### src/rtl/sensor_frame_tx.sv
// sensor_frame_tx: clamps heart-rate/SpO2 samples, converts them to ASCII decimal
// with a sequential double-dabble and streams the frame "S:HHHSS\n" over valid/ready.
// Optional build macro: FRAME_CHECKSUM_EN inserts the XOR of bytes 0-6 as two
// uppercase ASCII hex digits before the newline (10-byte frame instead of 8).
// Ports:
//   clk, rst                 clock, synchronous active-high reset
//   sample_tick              request to build and send one frame
//   heart_rate[15:0], spo2   raw samples (bpm, percent)
//   tx_data, tx_valid        frame byte stream to the UART
//   tx_ready                 UART accepts the current byte
//   busy                     frame being converted or sent
//   frame_done               high in the cycle the last byte transfers
//   frame_drop               pulse for a tick ignored while busy
//   sat                      either input of the current frame was clamped
module sensor_frame_tx #(
    parameter logic [7:0] CMD_CHAR = 8'h53,
    parameter int         HR_MAX   = 999,
    parameter int         SPO2_MAX = 99
) (
    input  logic        clk,
    input  logic        rst,
    input  logic        sample_tick,
    input  logic [15:0] heart_rate,
    input  logic [7:0]  spo2,
    output logic [7:0]  tx_data,
    output logic        tx_valid,
    input  logic        tx_ready,
    output logic        busy,
    output logic        frame_done,
    output logic        frame_drop,
    output logic        sat
);
`ifdef FRAME_CHECKSUM_EN
    localparam logic [3:0] LAST = 4'd9;
`else
    localparam logic [3:0] LAST = 4'd7;
`endif
    localparam logic [15:0] HR_LIM = 16'(HR_MAX);
    localparam logic [7:0]  SP_LIM = 8'(SPO2_MAX);

    typedef enum logic [1:0] {IDLE, CONV, SEND} state_t;

    state_t      r_state, w_state_nx;
    logic [9:0]  r_hr_sh, r_sp_sh;
    logic [11:0] r_hr_bcd, w_hr_adj;
    logic [7:0]  r_sp_bcd, w_sp_adj;
    logic [3:0]  r_cnt, r_idx, w_nidx;
    logic        r_valid, r_drop, r_sat;
    logic [7:0]  r_data;
    logic        w_hr_hi, w_sp_hi, w_start, w_conv_end, w_xfer, w_last;
    logic [9:0]  w_hr_c;
    logic [6:0]  w_sp_c;
    logic [7:0]  w_bytes [16];
`ifdef FRAME_CHECKSUM_EN
    logic [7:0]  w_cs;

    function automatic logic [7:0] hex(input logic [3:0] n);
        return n < 4'd10 ? {4'h3, n} : 8'h37 + {4'h0, n};
    endfunction
`endif

    function automatic logic [3:0] dd(input logic [3:0] n);
        return n >= 4'd5 ? n + 4'd3 : n;
    endfunction

    assign w_hr_hi    = heart_rate > HR_LIM;
    assign w_sp_hi    = spo2 > SP_LIM;
    assign w_hr_c     = w_hr_hi ? HR_LIM[9:0] : heart_rate[9:0];
    assign w_sp_c     = w_sp_hi ? SP_LIM[6:0] : spo2[6:0];
    assign w_hr_adj   = {dd(r_hr_bcd[11:8]), dd(r_hr_bcd[7:4]), dd(r_hr_bcd[3:0])};
    assign w_sp_adj   = {dd(r_sp_bcd[7:4]), dd(r_sp_bcd[3:0])};
    assign w_start    = (r_state == IDLE) && sample_tick;
    assign w_conv_end = (r_state == CONV) && (r_cnt == 4'd9);
    assign w_xfer     = r_valid && tx_ready;
    assign w_last     = w_xfer && (r_idx == LAST);
    assign w_nidx     = r_idx + 4'd1;

    always_ff @(posedge clk) begin
        r_state <= rst ? IDLE : w_state_nx;
    end

    always_comb begin
        w_state_nx = r_state;
        case (r_state)
            IDLE:    w_state_nx = sample_tick ? CONV : IDLE;
            CONV:    w_state_nx = w_conv_end ? SEND : CONV;
            SEND:    w_state_nx = w_last ? IDLE : SEND;
            default: w_state_nx = IDLE;
        endcase
    end

    // Digits are < 10, so ASCII is just the nibble under a 0x3 high nibble.
    always_comb begin
        for (int k = 0; k < 16; k++) w_bytes[k] = 8'h00;
        w_bytes[0] = CMD_CHAR;
        w_bytes[1] = 8'h3A;
        w_bytes[2] = {4'h3, r_hr_bcd[11:8]};
        w_bytes[3] = {4'h3, r_hr_bcd[7:4]};
        w_bytes[4] = {4'h3, r_hr_bcd[3:0]};
        w_bytes[5] = {4'h3, r_sp_bcd[7:4]};
        w_bytes[6] = {4'h3, r_sp_bcd[3:0]};
`ifdef FRAME_CHECKSUM_EN
        w_cs = w_bytes[0] ^ w_bytes[1] ^ w_bytes[2] ^ w_bytes[3] ^ w_bytes[4] ^ w_bytes[5] ^ w_bytes[6];
        w_bytes[7] = hex(w_cs[7:4]);
        w_bytes[8] = hex(w_cs[3:0]);
        w_bytes[9] = 8'h0A;
`else
        w_bytes[7] = 8'h0A;
`endif
    end

    always_ff @(posedge clk) begin
        if (rst) begin
            r_hr_sh  <= '0;
            r_sp_sh  <= '0;
            r_hr_bcd <= '0;
            r_sp_bcd <= '0;
            r_cnt    <= '0;
            r_idx    <= '0;
            r_valid  <= 1'b0;
            r_data   <= 8'h00;
            r_drop   <= 1'b0;
            r_sat    <= 1'b0;
        end else begin
            r_drop <= sample_tick && (r_state != IDLE);
            if (w_start) begin
                r_hr_sh  <= w_hr_c;
                r_sp_sh  <= {3'b000, w_sp_c};
                r_hr_bcd <= '0;
                r_sp_bcd <= '0;
                r_cnt    <= '0;
                r_sat    <= w_hr_hi || w_sp_hi;
            end
            // Both conversions share one counter; the shift-out pulls the next
            // binary MSB into the adjusted BCD digits.
            if (r_state == CONV) begin
                {r_hr_bcd, r_hr_sh} <= {w_hr_adj, r_hr_sh} << 1;
                {r_sp_bcd, r_sp_sh} <= {w_sp_adj, r_sp_sh} << 1;
                r_cnt <= r_cnt + 4'd1;
            end
            if (w_conv_end) begin
                r_valid <= 1'b1;
                r_data  <= CMD_CHAR;
                r_idx   <= '0;
            end
            // Data only moves on a transfer, so it holds through stalls.
            if (w_xfer) begin
                r_idx   <= w_nidx;
                r_data  <= w_bytes[w_nidx];
                r_valid <= !w_last;
            end
        end
    end

    assign tx_data    = r_data;
    assign tx_valid   = r_valid;
    assign busy       = r_state != IDLE;
    assign frame_done = w_last;
    assign frame_drop = r_drop;
    assign sat        = r_sat;
endmodule

### config.mk
export PLATFORM = sky130hd
export DESIGN_NAME = sensor_frame_tx
export DESIGN_NICKNAME = d
export VERILOG_FILES = /design/src/rtl/sensor_frame_tx.sv
export SDC_FILE = /design/constraint.sdc
export NUM_CORES = 1
export LEC_CHECK = 0
export BUFFER_PORTS_ARGS = -buffer_cell sky130_fd_sc_hd__buf_4
export CAP_MARGIN = 20
export CORE_UTILIZATION = 61
export CTS_CLUSTER_DIAMETER = 80
export DETAILED_ROUTE_END_ITERATION = 16
export PLACE_DENSITY = 0.94
export SETUP_SLACK_MARGIN = 0.1
export SYNTH_ARGS = -nofsm -noshare
export SYNTH_HDL_FRONTEND = slang
export SYNTH_SLANG_ARGS = --single-unit
### constraint.sdc
create_clock -name clk -period 4.2 [get_ports clk]
set_input_delay 0.84 -clock clk [delete_from_list [all_inputs] [get_ports clk]]
set_output_delay 0.84 -clock clk [all_outputs]
set_load 0.02 [all_outputs]
==> Word level (Yosys, flattened, before mapping) <==
Index checks and enable logic that the tools add are counted.
{ "word_totals": {"reg_bits": 61, "input_bits": 28, "out_inout_bits": 13, "wordCells": 75} }
{ "op_classes": {"addsub": 7, "n_lt_le_gt_ge": 8, "n_eq_ne": 4, "mux": 30, "bitwise_logic": 1, "n_reduce_logical": 12} }
{ "op_table": {"columns": ["operator", "count"], "rows": [
  ["2-to-1 mux 10 bit", 5],
  ["2-to-1 mux 8 bit", 6],
  ["binary-select mux 8 bit (select 4 bit)", 1],
  ["2-to-1 mux 4 bit", 7],
  ["2-to-1 mux 12 bit", 2],
  ["greater-or-equal comparator 4 x 3 -> 1 bit, second input constant", 5],
  ["greater-than comparator 16 x 10 -> 1 bit, second input constant", 1],
  ["adder 4 x 2 -> 4 bit, second input constant", 3],
  ["adder 4 x 1 -> 4 bit, second input constant", 2],
  ["greater-than comparator 8 x 7 -> 1 bit, second input constant", 1],
  ["2-to-1 mux 7 bit", 1],
  ["adder 3 x 2 -> 3 bit, second input constant", 2],
  ["2-to-1 mux 3 bit", 2],
  ["one-hot mux 2 bit (3 select lines)", 1],
  ["nonzero test 2 bit", 3],
  ["greater-or-equal comparator 5 bit, second input constant", 1],
  ["logical AND 1 bit", 5],
  ["inverter 4 -> 5 bit", 1],
  ["== test 4 x 3 -> 1 bit, second input constant", 1],
  ["== test 4 bit, second input constant", 1],
  ["2-to-1 mux 2 bit", 2],
  ["2-to-1 mux 1 bit", 3],
  ["== test 2 x 1 -> 1 bit, second input constant", 1],
  ["== test 2 bit, second input constant", 1],
  ["4 further kinds", 4]
]} }

==> Longest topological paths before layout <==
Gate-level depths: netlist of the first run.
{ "depth": {"ltp_word": 6, "mapped_depth": 8, "mapped_depth_nobuf": 6} }

==> Worst setup path after synthesis of the first run <==
Ideal clock, no wire load.
{ "synth_timing": {"kind": "input port to output port", "start": "input tx_ready", "end": "output frame_done", "t_arrival_ns": 1.594, "t_required_ns": 3.360, "slack_ns": 1.766, "cell_stages": 2, "n_path_buf": 0, "cell_sequence": "nand2_1 > nor3_1"} }
{ "synth_between": {"elab_chain_len": 2} }
{ "synth_rtl": {"columns": ["item", "line_no", "rtl"], "rows": [
  ["start: declaration", "27", "input logic tx_ready,"],
  ["logical AND 1 bit", "74", "assign w_xfer = r_valid && tx_ready;"],
  ["logical AND 1 bit", "75", "assign w_last = w_xfer && (r_idx == LAST);"],
  ["end: declaration", "29", "output logic frame_done,"]
]} }
Every way passes these cells.

==> Final worst setup path of the first run <==
{ "layout_timing": {"start": "register r_idx[0]", "end": "output frame_done"} }
{ "layout_between": {"elab_chain_len": 2} }
{ "layout_rtl": {"columns": ["item", "line_no", "rtl"], "rows": [
  ["start: declaration", "47", "logic [3:0] r_cnt, r_idx, w_nidx;"],
  ["start signal: assignment", "148", "r_idx <= w_nidx;"],
  ["== test 4 x 3 -> 1 bit", "75", null],
  ["logical AND 1 bit", "75", null]
]} }
Every way passes these cells.

==> metrics.cfg, run 1 <==
[run_status]
status=finished, final reports clean

[setup_path]
crit_slowest_cell=dfxtp_1
max_stage_delay_ns=0.65
cp-start-kind=register
arrival_ns=1.80
crit_path_end_kind=output port
ff2ff_setup_slack_ns=1.86
crit_chain=ha_1, nand2_1, nor3_1, buf_4
required_ns=3.36
worstPathMaxFanout=17
crit_type=register to output port

[logic_synthesis]
synth_area_um2=3010
netlist_instances=362
ys.flop_type=dfxtp_1
avgSynthCellArea_um2=8.31
yosys_register_bits=60
netlist.area_leader.share=0.400
synth_common_cells=60 x dfxtp_1, 42 x a21oi_1, 30 x nor2_1
async_reset_ff_frac=0
yosysTopAreaCell=dfxtp_1
synth_cell_types=49
synth_area_leaders=dfxtp_1 40%, a21oi_1 7.0%, ha_1 6.2%
synth_fp_nets=405
ys.warnings.count=0
synth_edf_count=0
ys_seq_area_frac=0.400
yosysMostFrequentCell=dfxtp_1

[sta]
maxSlewHeadroom=0.459
rsz0062_at_grt=no
finalSetupViolCount=0
worstMarginPinSlew_ns=0.811
fin_crit_ns=2.64
fmax_mhz=379
setup_tns_ns=0
hold_viol_final=0
drv_slew=0
timing.hold.ws_ns=0.453
fin_skew_ns=0.0111
post-route-period-util=0.628

[routing]
vias_per_cell=6.02
drtAntennaViolNets=0
first_pass_iters=5
wl_met3_um=449
wirelength_met1_um=2880
drt_wl_total_um=6860
drc=0
num_vias=2801
avgRoutedWirePerCell_um=14.7
wl_met2_um=3270
top_layer=met4
drt_iter0_drc=318

[clock_tree]
clock_sinks=60
cts_tree=done
cts_max_level=3
cts_hold_buffers=0
clk_pin_slew_worst_paths_ns=0.07
clk_path_buf_depth=2
cts_buffers=9
cts_setup_buffers=0
post_cts_resized=0
clkLatencyLatePin_ns=0.35
cts_root_buf=clkbuf_8

[floorplanning]
chipHeight_um=72.2
die_x_um=72.2
ios=41
coreArea_um2=4720
start_util=0.637
die-area_um2=5210
row_count=25

[grt]
grt_pass1_wl_um=11300
track_usage=0.280
first_global_vias=2475
grt-ovfl-total=0
grt_max_degree=57
antenna_found_initial=0

[placement]
place_congestion=0.813
hpwl_um=4500
port_buffers=39

[pwr]
p_sw_mw=0.305
switching_share=0.253
combPwrFrac=0.093
seqPwrFrac=0.495
powerDensity_nw_per_um2=345
p_int_mw=0.901
p_clk_frac=0.412
peakVddDrop_mv=0.235
p_leak_nw=1.38

[layout]
area_growth_pct=16.1
drive_above_1_share=0.166
nNetsFinal=436
antennaDiodeCount=0

[min_path]
hold_path.class=register to register

[run]
max-cap-violations=0

## cells in the final DEF (no fill, tap or decap), types with 2 or more instances in the layout
cell / count
a31oi_1: 6
mux2_2: 3
dfxtp_1: 60
or4_1: 3
a22oi_1: 12
nor3_1: 11
nand3_1: 19
or3_1: 7
xnor2_1: 5
xor2_1: 4
a22o_1: 5
mux2i_1: 8
nand2b_1: 8
and3b_1: 2
a21oi_1: 42
inv_1: 15
clkinv_2: 3
nor4_1: 3
a211oi_1: 2
nand2_1: 25
a21o_1: 2
clkbuf_1: 2
o211ai_1: 2
o31ai_1: 2
buf_4: 42
nand4_1: 2
ha_1: 15
a221oi_1: 2
o21ai_0: 26
nor2_1: 30
clkbuf_8: 9
## kinds of logic after synthesis
logic type,count (synthesis),synth area share
AO/OA/AOI/OAI,109,0.221
XOR/XNOR,9,0.0262
adder cells (fa/ha/maj),15,0.0624
buffers and inverters,37,0.0520
flip-flops,60,0.399
multiplexers,11,0.0379
other,1,0.00125
AND/OR/NAND/NOR,120,0.200
## area by class of cell
cell class	instances	area [µm²]
Multi-Input combinational cell	265	1650
Tap cell	67	83.8
Fill cell	337	1230
Inverter	15	56.3
Timing Repair Buffer	42	315
Sequential cell	60	1200
Clock inverter	5	52.6
Clock buffer	11	131
## metal layers
metal | track usage | up-vias
met5 | 0 | -
met4 | 0.157 | 0
met3 | 0.0500 | 26
met2 | 0.455 | 149
met1 | 0.352 | 1263
li1 | - | 1363
## worst max-delay path, delay by kind of cell, from the launching register on
kind                       cells  cell delay (ns)
DFF                            1             0.65
adders and majority gates      1             0.27
buffers and inverters          1             0.21
and+or+nand+nor                2             0.32
## worst paths after layout
| kind | from | endpoint | cells after the start |
|---|---|---|---|
| min | r_sp_sh[9] | r_sp_bcd[0] | 2 |
| min reg2reg | r_sp_sh[9] | r_sp_bcd[0] | 2 |
| max reg2reg | r_idx[0] | tx_data[0] | 6 |
| max | r_idx[0] | frame_done | 4 |
## state kept, by name, indices dropped and copies added (netlist names)
| signal | cells |
|---|---|
| frame_drop | 1 |
| r_hr_bcd | 12 |
| r_sp_bcd | 8 |
| r_hr_sh | 10 |
| r_state | 2 |
| tx_data | 7 |
| r_cnt | 4 |
| r_sp_sh | 10 |
| sat | 1 |
| r_idx | 4 |
| tx_valid | 1 |
## through the flow
stage	power [mW]	worst slack, ns	instance area, µm²	std cells	utilization
6_report	1.21	1.56	3490	465	0.739
5_1_grt	1.25	1.44	3490	465	0.739
4_1_cts	1.21	1.58	3490	465	0.739
3_5_place_dp	0.720	1.74	3310	449	0.700
3_3_place_gp	0.716	1.76	3310	449	0.700
2_1_floorplan	0.679	1.77	3010	362	-
## power by group through the flow
stage | clock network, mW | registers, mW | logic, mW
after global routing | 0.527 | 0.598 | 0.124
final | 0.497 | 0.597 | 0.112
after global placement | 0 | 0.608 | 0.108
after floorplan | 0 | 0.608 | 0.0709
after detailed placement | 0 | 0.609 | 0.111
after CTS | 0.502 | 0.596 | 0.112
No activity file was read; power rests on OpenSTA's default activity.
==> run 2, diff against run 1 <==
- CORE_UTILIZATION: 61 -> 52
- PLACE_DENSITY: 0.94 -> 0.86
- clock period: 4.2 -> 2.3 ns (I/O delays scaled with it)
==> run 2 against run 1 <==
  * First-iteration DRC count down 39%
  * Sequential power up 83%
  * Via count down 1.1%
  * Combinational power up 85%
  * Power up 95%
  * Cell area up 2.0%
  * Global-route usage down 3.7 points
  * Setup slack worse by 1.3 ns
  * Die area up 17%
  * Critical path depth down 1
  * Cell count up 1.9%
  * Worst hold slack worse by 0.074 ns
==> metrics.cfg, run 2 (synthesized netlist as in run 1, its figures left out) <==
[setup_path]
worstPathMaxFanout=9
arrival_ns=1.57
cp-start-kind=register
ff2ff_path_depth=6
required_ns=1.84
crit_path_end_kind=output port
crit_type=register to output port

[placement]
port_buffers=39
hpwl_um=4660
place_congestion=0.866
place_area_um2=3340

[layout]
nFillCells=485
multi_input_area_um2=1650
largest_register_ffs=12
nNetsFinal=440
seqCellArea_um2=1200
top_regs=r_hr_bcd x12, r_hr_sh x10, r_sp_sh x10
regMostFlops=r_hr_bcd
final_area_um2=3560
layout_commonest_cell=dfxtp_1
antennaDiodeCount=0
drive_above_1_share=0.174
final_cell_mix=60 x dfxtp_1, 46 x buf_4, 42 x a21oi_1
area_growth_pct=18.5

[sta]
maxSlewHeadroom=0.549
hold_viol_final=0
fin_crit_ns=2.03
finalSetupViolCount=0
timing.hold.ws_ns=0.378
worstMarginPinSlew_ns=0.677
rsz0062_at_grt=no
fin_skew_ns=0.00998
post-route-period-util=0.882
fmax_mhz=493
drv_slew=0
setup_tns_ns=0

[grt]
track_usage=0.243
grt_max_degree=57
antenna_found_initial=0
first_global_vias=2663
grt_pass1_wl_um=11800
grt-ovfl-total=0

[pwr]
p_int_mw=1.79
p_leak_nw=1.41
combPwrFrac=0.088
p_total_mw=2.35
switching_share=0.237
peakVddDrop_mv=0.360
p_clk_frac=0.448
p_sw_mw=0.557
seqPwrFrac=0.464
powerDensity_nw_per_um2=659

[clock_tree]
post_cts_resized=0
cts_max_level=3
cts_tree=done
clock_sinks=60
clkLatencyLatePin_ns=0.34
cts_hold_buffers=0
cts_setup_buffers=0
cts_buffers=9
clk_path_buf_depth=2
clk_pin_slew_worst_paths_ns=0.07
cts_root_buf=clkbuf_8

[min_path]
hold_path.class=primary input to register
hold_path_depth=2

[routing]
top_layer=met4
vias_per_cell=5.85
drc=0
num_vias=2771
drt_wl_total_um=6890
wl_met3_um=328
first_pass_iters=4
drtAntennaViolNets=0
wl_met2_um=3490
wirelength_met1_um=2950
drt_iter0_drc=193
avgRoutedWirePerCell_um=14.5

[floorplanning]
chipHeight_um=78.0
start_util=0.543
coreArea_um2=5540
die_x_um=78.0
row_count=27
ios=41
die-area_um2=6090

[run]
max-cap-violations=0

[run_status]
status=finished, final reports clean

[run 2: cell count changes in the layout (fill, tap and decap cells not counted)]
| cell | change |
|---|---|
| clkinv_2 | -2 |
| clkbuf_8 | +1 |
| buf_4 | +4 |
| bufinv_16 | +1 |
[run 2: layer usage]
layer / up-vias / track usage
met5: - / 0
met3: 12 / 0.0453
met2: 86 / 0.425
li1: 1365 / -
met1: 1308 / 0.284
met4: 0 / 0.122
[run 2: metrics by stage]
| stage | std cells | utilization | setup slack, ns |
|---|---|---|---|
| 4_1_cts | 474 | 0.643 | 0.249 |
| 2_1_floorplan | 362 | - | 0.352 |
| 3_5_place_dp | 458 | 0.604 | 0.461 |
| 3_3_place_gp | 458 | 0.604 | 0.480 |
| 5_1_grt | 474 | 0.643 | 0.114 |
| 6_report | 474 | 0.643 | 0.270 |
[run 2: final timing paths]
check                                  from           to  slack [ns]
worst max-delay path               tx_valid   frame_done        0.27
worst min-delay path            sample_tick   frame_drop        0.38
worst max register to register     r_idx[1]   tx_data[0]        0.36
worst min register to register   r_hr_sh[9]  r_hr_bcd[0]        0.45
[run 2: power by group through the flow]
stage | registers, mW | logic, mW | clock network, mW
detailed placement | 1.11 | 0.206 | 0
global route | 1.09 | 0.227 | 1.12
finish | 1.09 | 0.207 | 1.05
global placement | 1.11 | 0.202 | 0
CTS | 1.09 | 0.207 | 1.06
floorplan | 1.11 | 0.130 | 0
[run 2: critical path: stages (launching register included)]
cell and delay, ns:
dfxtp_1 0.39, nand2_1 0.22, nor3_1 0.41, buf_4 0.22
[run 2: layout make-up]
type / instances / share of cell area
Inverter: 15 / 0.0158
Timing Repair Buffer: 46 / 0.0969
Clock buffer: 12 / 0.0407
Sequential cell: 60 / 0.337
Tap cell: 72 / 0.0253
Clock inverter: 4 / 0.0204
Multi-Input combinational cell: 265 / 0.464
==> run 3, diff against run 2 <==
- CORE_ASPECT_RATIO: not set -> 1.75
- GPL_TIMING_DRIVEN: not set -> 0
- PLACE_DENSITY: 0.86 -> 0.76
==> run 3 against run 2 <==
  * Wire length up 11%
  * Combinational power up 12%
  * Core utilization down 0.52 points
  * Cell area unchanged
  * Critical path depth up 5
  * Critical endpoint is now tx_data[2]
  * Highest routed layer unchanged
==> metrics.cfg, run 3 (synthesized netlist as in run 1, its figures left out) <==
[pwr]
peakVddDrop_mv=0.399
p_leak_nw=1.42
powerDensity_nw_per_um2=606
p_total_mw=2.16

[placement]
hpwl_um=5660
place_congestion=0.918
port_buffers=39

[sta]
fin_skew_ns=0.00874
post-route-period-util=0.892
finalSetupViolCount=0
fin_crit_ns=2.05
hold_viol_final=0
setup_tns_ns=0
rsz0062_at_grt=no
drv_slew=0
worstMarginPinSlew_ns=0.589
maxSlewHeadroom=0.607
fmax_mhz=487

[layout]
antennaDiodeCount=0
top_regs=r_hr_bcd x12, r_hr_sh x10, r_sp_sh x10
nNetsFinal=454
nFillCells=541
multi_input_area_um2=1650
drive_above_1_share=0.176
seqCellArea_um2=1200
final_cell_mix=59 x dfxtp_1, 42 x a21oi_1, 41 x buf_4
area_growth_pct=18.5
largest_register_ffs=12
layout_commonest_cell=dfxtp_1
regMostFlops=r_hr_bcd

[grt]
grt_max_degree=11
first_global_vias=2735
grt_pass1_wl_um=12300
track_usage=0.275
grt-ovfl-total=0
antenna_found_initial=0

[min_path]
hold_path_depth=2
hold_path.class=primary input to register
hold_end=frame_drop
min-delay-start=sample_tick

[clock_tree]
clk_path_buf_depth=2
clkLatencyLatePin_ns=0.35
cts_root_buf=clkbuf_8
cts_tree=done
cts_hold_buffers=0
cts_setup_buffers=0
cts_max_level=3
clock_sinks=60
clk_pin_slew_worst_paths_ns=0.07
cts_buffers=9

[floorplanning]
ios=41
die_x_um=59.5
die-area_um2=6100
start_util=0.538
coreArea_um2=5590
row_count=36
chipHeight_um=103

[run_status]
status=finished, final reports clean

[setup_path]
r2r-end=tx_data[2]
required_ns=2.52
ff2ff_setup_slack_ns=0.25
crit_type=register to register
arrival_ns=2.27
worstPathMaxFanout=10
crit_path_end_kind=register
worstReg2RegStart=r_idx[0]
ff2ff_path_depth=8
cp-start-kind=register

[run]
max-cap-violations=0

[routing]
drt_iter0_drc=82
num_vias=2837
avgRoutedWirePerCell_um=15.6
first_pass_iters=4
drc=0
drt_wl_total_um=7670
drtAntennaViolNets=0
vias_per_cell=5.78

==> run 3: what timing repair did <==
| item | in CTS | in global routing |
|---|---|---|
| gates resized for setup | 1 | 1 |
| cloned | 0 | 0 |
| endpoints found under the setup margin | 3 | 3 |
==> run 3: how the worst max path moves through the flow <==
stage                        start    endpoint  slack, ns  cells past startpoint
final                     r_idx[0]  tx_data[2]       0.25                      8
after global routing      r_idx[0]  tx_data[2]       0.12                      8
after CTS                 r_idx[0]  tx_data[2]       0.16                      8
after detailed placement  r_idx[0]  tx_data[2]      0.002                      8
after global placement    r_idx[0]  tx_data[2]       0.03                      8
after floorplan           r_idx[0]  tx_data[0]       0.35                      7
==> run 3: area by class of cell <==
cell class / instances / area share
clock inverters: 2 / 0.00281
well taps: 76 / 0.0267
repair buffers: 39 / 0.0822
multi-input cells: 265 / 0.463
inverters: 15 / 0.0158
plain buffers: 21 / 0.0274
clock buffers: 13 / 0.0446
flip-flops and latches: 60 / 0.338
==> run 3: report_power, final <==
group          total [mW]  switching, mW  internal (mW)
combinational       0.232          0.143         0.0886
clock               0.836          0.395          0.441
sequential           1.09         0.0210           1.07
==> run 3: layer usage <==
metal / track usage / vias to the layer above / part of all wire
met5: 0 / - / 0
met4: 0.185 / 0 / 0.062
met3: 0.0678 / 36 / 0.034
met2: 0.494 / 80 / 0.53
met1: 0.270 / 1332 / 0.38
li1: - / 1389 / -
==> run 3: metrics by stage <==
step,setup WS (ns),utilization,cell area (µm²),cells,hold WS (ns)
after global placement,0.0306,0.608,3390,477,0.447
after detailed placement,0.00226,0.608,3390,477,0.450
after global routing,0.124,0.638,3560,491,0.380
final,0.247,0.638,3560,491,0.371
after CTS,0.157,0.638,3560,492,0.371
after floorplan,0.352,-,3010,362,0.432
==> run 3: worst max-delay path: stages (launching register included) <==
cell and delay (ns):
dfxtp_2 0.41, clkbuf_2 0.24, inv_1 0.08, ha_1 0.34, buf_2 0.24, nor2_1 0.08
a211o_1 0.31, o2111ai_1 0.14, a21oi_1 0.09
